**src/rtl/transformer_pkg.sv**
```systemverilog
// Shared types for the transformer datapath: lane element type, output-register
// states and the per-lane signed saturating adder.
package transformer_pkg;

  localparam int ELEM_W_DEFAULT = 8;

  typedef logic signed [ELEM_W_DEFAULT-1:0] elem_t;

  typedef enum logic {
    OUT_EMPTY = 1'b0,
    OUT_FULL  = 1'b1
  } out_state_e;

  // Returns {clamped, sum}; overflow shows up as the two top bits of the
  // sign-extended sum disagreeing.
  function automatic logic [ELEM_W_DEFAULT:0] sat_add(input elem_t a, input elem_t b);
    logic [ELEM_W_DEFAULT:0] s;
    s = {a[ELEM_W_DEFAULT-1], a} + {b[ELEM_W_DEFAULT-1], b};
    if (!s[ELEM_W_DEFAULT] && s[ELEM_W_DEFAULT-1])
      return {1'b1, 1'b0, {(ELEM_W_DEFAULT-1){1'b1}}};
    if (s[ELEM_W_DEFAULT] && !s[ELEM_W_DEFAULT-1])
      return {1'b1, 1'b1, {(ELEM_W_DEFAULT-1){1'b0}}};
    return {1'b0, s[ELEM_W_DEFAULT-1:0]};
  endfunction

endpackage

```
**src/rtl/residual_fifo.sv**
```systemverilog
// Skip-operand FIFO: power-of-two depth, wrapping pointers, synchronous flush.
// A push is refused while full even when a pop happens in the same cycle.
module residual_fifo #(
  parameter int DATA_W = 32,
  parameter int DEPTH  = 16
) (
  input  logic              clk_i,
  input  logic              rst_ni,
  input  logic              flush_i,
  input  logic              push_i,
  input  logic [DATA_W-1:0] push_data_i,
  input  logic              pop_i,
  output logic [DATA_W-1:0] pop_data_o,
  output logic              full_o,
  output logic              empty_o
);

  localparam int AW = $clog2(DEPTH);
  localparam int CW = $clog2(DEPTH + 1);

  logic [DATA_W-1:0] mem_q [DEPTH];
  logic [AW-1:0]     wrPtr_q, wrPtr_d;
  logic [AW-1:0]     rdPtr_q, rdPtr_d;
  logic [CW-1:0]     count_q, count_d;
  logic              pushOk;
  logic              popOk;

  assign full_o     = (count_q == CW'(DEPTH));
  assign empty_o    = (count_q == '0);
  assign pushOk     = push_i && !full_o;
  assign popOk      = pop_i && !empty_o;
  assign pop_data_o = mem_q[rdPtr_q];

  always_comb begin
    wrPtr_d = wrPtr_q;
    rdPtr_d = rdPtr_q;
    count_d = count_q;
    if (flush_i) begin
      wrPtr_d = '0;
      rdPtr_d = '0;
      count_d = '0;
    end else begin
      if (pushOk) wrPtr_d = wrPtr_q + AW'(1);
      if (popOk)  rdPtr_d = rdPtr_q + AW'(1);
      if (pushOk && !popOk)      count_d = count_q + CW'(1);
      else if (popOk && !pushOk) count_d = count_q - CW'(1);
    end
  end

  always_ff @(posedge clk_i or negedge rst_ni) begin
    if (!rst_ni) begin
      wrPtr_q <= '0;
      rdPtr_q <= '0;
      count_q <= '0;
    end else begin
      wrPtr_q <= wrPtr_d;
      rdPtr_q <= rdPtr_d;
      count_q <= count_d;
    end
  end

  // Storage needs no reset: an entry is only read after it has been written.
  always_ff @(posedge clk_i) begin
    if (pushOk && !flush_i) mem_q[wrPtr_q] <= push_data_i;
  end

endmodule

```
**src/rtl/mlp_residual_add.sv**
```systemverilog
// Residual add after the MLP stage: queued skip operands plus MLP results,
// per-lane saturating sum, registered valid/ready output. MLP_RES_SATCNT_EN adds sat_count.
module mlp_residual_add
  import transformer_pkg::*;
#(
  parameter  int ELEM_W = ELEM_W_DEFAULT,
  parameter  int LANES  = 4,
  parameter  int DEPTH  = 16,
  localparam int DATA_W = LANES * ELEM_W
) (
  input  logic              clk,
  input  logic              reset_n,
  input  logic              init,
  output logic              ready,
  input  logic              skip_valid,
  output logic              skip_ready,
  input  logic [DATA_W-1:0] skip_data,
  input  logic              mlp_valid,
  output logic              mlp_ready,
  input  logic [DATA_W-1:0] mlp_data,
  output logic              out_valid,
  input  logic              out_ready,
  output logic [DATA_W-1:0] out_data
`ifdef MLP_RES_SATCNT_EN
  ,
  output logic [15:0]       sat_count
`endif
);

  out_state_e        state_q, state_d;
  logic [DATA_W-1:0] outData_q, outData_d;
  logic [DATA_W-1:0] headData;
  logic [DATA_W-1:0] sumData;
  logic [LANES-1:0]  clampMask;
  logic              fifoFull;
  logic              fifoEmpty;
  logic              pushEn;
  logic              fire;

  assign skip_ready = !fifoFull;
  assign mlp_ready  = !fifoEmpty && (!out_valid || out_ready) && !init;
  assign pushEn     = skip_valid && skip_ready && !init;
  assign fire       = mlp_valid && mlp_ready;
  assign ready      = fifoEmpty && !out_valid;

  residual_fifo #(
    .DATA_W (DATA_W),
    .DEPTH  (DEPTH)
  ) u_fifo (
    .clk_i       (clk),
    .rst_ni      (reset_n),
    .flush_i     (init),
    .push_i      (pushEn),
    .push_data_i (skip_data),
    .pop_i       (fire),
    .pop_data_o  (headData),
    .full_o      (fifoFull),
    .empty_o     (fifoEmpty)
  );

  for (genvar g = 0; g < LANES; g++) begin : g_lane
    logic [ELEM_W:0] laneRes;
    assign laneRes = sat_add(headData[g*ELEM_W +: ELEM_W], mlp_data[g*ELEM_W +: ELEM_W]);
    assign sumData[g*ELEM_W +: ELEM_W] = laneRes[ELEM_W-1:0];
    assign clampMask[g] = laneRes[ELEM_W];
  end

  always_ff @(posedge clk or negedge reset_n) begin
    if (!reset_n) begin
      state_q   <= OUT_EMPTY;
      outData_q <= '0;
    end else begin
      state_q   <= state_d;
      outData_q <= outData_d;
    end
  end

  // A drain coinciding with a fire keeps the register full with the new sum.
  always_comb begin
    state_d   = state_q;
    outData_d = outData_q;
    if (init) begin
      state_d   = OUT_EMPTY;
      outData_d = '0;
    end else if (fire) begin
      state_d   = OUT_FULL;
      outData_d = sumData;
    end else if (state_q == OUT_FULL && out_ready) begin
      state_d   = OUT_EMPTY;
    end
  end

  always_comb begin
    out_valid = (state_q == OUT_FULL);
    out_data  = outData_q;
  end

`ifdef MLP_RES_SATCNT_EN
  localparam int NW = $clog2(LANES + 1);

  logic [NW-1:0] clampNum;
  logic [16:0]   satSum;
  logic [15:0]   satCount_q, satCount_d;

  always_comb begin
    clampNum = '0;
    for (int i = 0; i < LANES; i++) clampNum = clampNum + NW'(clampMask[i]);
  end

  always_comb begin
    satSum     = {1'b0, satCount_q} + 17'(clampNum);
    satCount_d = satCount_q;
    if (init)      satCount_d = '0;
    else if (fire) satCount_d = satSum[16] ? 16'hFFFF : satSum[15:0];
  end

  always_ff @(posedge clk or negedge reset_n) begin
    if (!reset_n) satCount_q <= '0;
    else          satCount_q <= satCount_d;
  end

  assign sat_count = satCount_q;
`else
  logic unusedClamp;
  assign unusedClamp = ^clampMask;
`endif

endmodule

```
**config.mk**
```make
export PLATFORM = sky130hd
export DESIGN_NAME = mlp_residual_add
export DESIGN_NICKNAME = d
export VERILOG_FILES = /design/src/rtl/transformer_pkg.sv /design/src/rtl/residual_fifo.sv /design/src/rtl/mlp_residual_add.sv
export SDC_FILE = /design/constraint.sdc
export NUM_CORES = 1
export LEC_CHECK = 0
export CAP_MARGIN = 5
export CORE_ASPECT_RATIO = 1.1
export CORE_MARGIN = 2
export CORE_UTILIZATION = 50
export CTS_BUF_LIST = sky130_fd_sc_hd__clkbuf_16
export DETAILED_ROUTE_END_ITERATION = 8
export DONT_BUFFER_PORTS = 1
export SLEW_MARGIN = 40
export SYNTH_ARGS = -nofsm -noshare
export SYNTH_HDL_FRONTEND = slang
export SYNTH_HIERARCHICAL = 1
export SYNTH_SLANG_ARGS = --single-unit
```
**constraint.sdc**
```tcl
create_clock -name clk -period 5.2 [get_ports clk]
set_input_delay 0.26 -clock clk [delete_from_list [all_inputs] [get_ports clk]]
set_output_delay 0.26 -clock clk [all_outputs]
set_load 0.02 [all_outputs]
```
==> flow_summary.json <==
{
  "status": "finished clean",
  "cp.required_ns": 5.69,
  "critPathMaxFanout": 16,
  "end_kind": "register",
  "ys_warn_count": 6,
  "track_usage_pct": 22.6,
  "clock-root-buffer": "clkbuf_16",
  "async_reset_ff_share_pct": 8.24,
  "rsz0062_at_grt": "no",
  "fin_area_mm2": 0.0264,
  "dpl-instance-area_mm2": 0.0241,
  "wl_per_cell_um": 27.4,
  "syn_inst": 1230,
  "mostFrequentLayoutCells": "edfxtp_1 (512), mux4_2 (128), a22oi_1 (66)",
  "core_area_mm2": 0.0456,
  "synth-edff-count": 512,
  "grt_pass1_vias": 12145,
  "worstReg2RegStart": "u_fifo/rdPtr_q[0]$_DFFE_PN0P_",
  "hold_ws_ns": 0.0712,
  "crit_type": "reg2reg",
  "h-tree-depth": 2,
  "ys_seq_elements": 558,
  "max-slew-margin-rel_pct": 43.7,
  "vias_per_cell": 6.18,
  "met3_length_mm": 3.78,
  "die_x_um": 209,
  "cts_tree": "built",
  "hold_class": "in2reg",
  "clockBufferDepth": 3,
  "setup_slack_ns": 1.16,
  "die_y_um": 229,
  "combPwrFrac_pct": 15.5,
  "drt-initial-drc-count": 982,
  "worst_pin_slew_ns": 0.842,
  "wl_met1_mm": 22.6,
  "maxUsedRoutingLayer": "met4",
  "layout_min_cycle_time_ns": 4.04,
  "synthToLayoutAreaGrowth_pct": 14.5,
  "clock_latency_ns": 0.62,
  "switching_share_pct": 26.2,
  "slew_viol_final": 0,
  "start_util_pct": 50.6,
  "syn-cell-area_mm2": 0.0231,
  "layout-drive-gt1-share_pct": 21.5,
  "drt-total-wl_mm": 53.1,
  "ant_nets": 0,
  "crit_arrival_ns": 4.53,
  "synth_cell_types": 72,
  "pin_count": 106,
  "gr-total-overflow": 0,
  "period_share_pct": 77.6,
  "die-area_mm2": 0.0478,
  "grt_max_degree": 72,
  "worst_r2r_endpoint": "out_data[12]$_DFFE_PN0P_",
  "critPathLaunchType": "register",
  "grt_pass1_wl_mm": 79.1,
  "rrSetupSlack_ns": 1.16,
  "final-setup-viol-count": 0,
  "hold_viol": 0,
  "fmax_mhz": 248,
  "syn_nets": 1346,
  "cts_resized": 0,
  "nNetsFinal": 1420,
  "io_buffers": 0,
  "switchingPower_mw": 2.89,
  "first_pass_iters": 7,
  "cts.clk_slew.worst_paths_ns": 0.06,
  "cts_buffers": 56,
  "p_int_mw": 8.15,
  "wl_met2_mm": 25.3,
  "layout_commonest_cell": "edfxtp_1",
  "yosysSeqAreaShare_pct": 71.7,
  "setup.worst_path.start": "u_fifo/rdPtr_q[0]$_DFFE_PN0P_",
  "ys.flop_type": "edfxtp_1",
  "clock_skew_ns": 0.0277,
  "ir_worst_vdd_uv": 299,
  "cp-endpoint": "out_data[12]$_DFFE_PN0P_",
  "fp-row-count": 82,
  "synth.avg_cell_area_um2": 18.7,
  "utilization_pct": 58.0,
  "antenna_found_initial": 3,
  "vias": 11956,
  "gp_congestion": 0.827,
  "rr_worst_depth": 12,
  "p_leak_nw": 8.59,
  "p_clk_share_pct": 36.5,
  "power_frac_seq_pct": 48.0,
  "hpwl_mm": 31.3,
  "power_density_mw_per_mm2": 418,
  "cts_sinks": 558,
  "cap_violations": 0,
  "tns_ns": 0,
  "pre_cts_ws_ns": 1.16,
  "drc": 0
}
-- cell families (layout without fill, tap and decap cells) --
logic type                 after synthesis  count (layout)  synth area share (%)
DFF                                    558             558                  71.7
AOI/OAI and AO/OA                      204             204                  6.51
other                                    0               2                     0
and+or+nand+nor                        178             178                  3.62
buffers and inverters                   77             193                  1.39
adders and majority gates               54              54                  3.04
muxes                                  133             133                  12.7
xor gates and xnor gates                26              26                  1.02
-- power groups by stage --
stage | Sequential (mW) | Clock, mW | Combinational, mW
after global placement | 5.40 | 0 | 1.61
after detailed placement | 5.40 | 0 | 1.62
after global routing | 5.32 | 4.28 | 1.89
after CTS | 5.31 | 4.11 | 1.73
after floorplan | 5.31 | 0 | 1.32
final | 5.31 | 4.03 | 1.71
-- flip-flops by register name, summed over array words and instances (netlist names) --
name	flops
u_fifo/mem_q	512
out_data	32
u_fifo/count_q	5
u_fifo/rdPtr_q	4
u_fifo/wrPtr_q	4
out_valid	1
-- critical path, stage by stage, from the launching register on --
cell      delay (ns)
dfrtp_4         0.65
buf_4           0.36
mux4_2          0.54
a22oi_1         0.22
nand2_1         0.09
ha_1            0.23
fa_1            0.43
a211oi_1        0.33
nor2_1          0.11
a31oi_1         0.37
nor2_1          0.23
a211oi_1        0.25
nor3_1          0.08
-- how the worst min path moves through the flow --
stage / cells past startpoint / from / end / slack (ns)
floorplan: 0 / reset_n / out_data[0]$_DFFE_PN0P_ / -0.04
global placement: 0 / reset_n / u_fifo/count_q[3]$_DFFE_PN0P_ / -0.03
detailed placement: 0 / reset_n / u_fifo/count_q[3]$_DFFE_PN0P_ / -0.03
CTS: 3 / mlp_data[6] / out_data[5]$_DFFE_PN0P_ / 0.06
global route: 3 / skip_valid / u_fifo/count_q[4]$_DFFE_PN0P_ / 0.08
finish: 3 / skip_valid / u_fifo/count_q[4]$_DFFE_PN0P_ / 0.07
-- cell type report --
type | instances | area (um2)
Clock buffer | 56 | 1400
Inverter | 21 | 78.8
Antenna cell | 2 | 5.00
Timing Repair Buffer | 72 | 838
Multi-Input combinational cell | 595 | 6370
Sequential cell | 558 | 16500
Fill cell | 3386 | 19200
Clock inverter | 44 | 437
Tap cell | 588 | 736
-- layer usage --
metal | vias up | GRT usage [%]
met4 | 0 | 6.52
met5 | - | 0
li1 | 5202 | -
met1 | 6306 | 31.5
met2 | 375 | 35.9
met3 | 73 | 5.40
-- synth_stat cells (3+ instances only) --
cell	number	share of area (%)
a211oi_1	18	0.59
a211oi_2	3	0.16
a21o_1	7	0.23
a21oi_1	31	0.67
a221o_1	10	0.43
a22o_1	3	0.11
a22oi_1	66	2.1
a31oi_1	4	0.11
and2_1	3	0.081
buf_1	10	0.16
buf_2	13	0.28
buf_4	4	0.13
clkbuf_1	29	0.47
dfrtp_1	46	5.0
edfxtp_1	512	67
fa_1	5	0.43
ha_1	41	2.2
inv_1	21	0.34
maj3_2	7	0.34
mux2i_1	3	0.13
mux4_2	128	13
nand2_1	54	0.88
nand2b_1	8	0.22
nand3_1	5	0.11
nor2_1	65	1.1
nor2b_1	10	0.27
nor3_1	11	0.24
o211ai_1	7	0.23
o21a_1	6	0.20
o21ai_0	10	0.22
o21ai_1	14	0.30
o21bai_1	3	0.098
or3_1	3	0.081
xnor2_1	14	0.53
xor2_1	11	0.42
-- metrics by stage --
step	instances	total power, mW
final	1936	11.0
after floorplan	1230	6.63
after global routing	1936	11.5
after CTS	1934	11.1
after detailed placement	1794	7.02
after global placement	1793	7.01
-- timing repair --
item | 4_1_cts | 5_1_grt
hold endpoints to repair | 596 | 0
hold buffers | 40 | 0
endpoints found under the setup margin | 0 | 0
buffers inserted | 0 | 0
(Power assumes the default switching activity.)
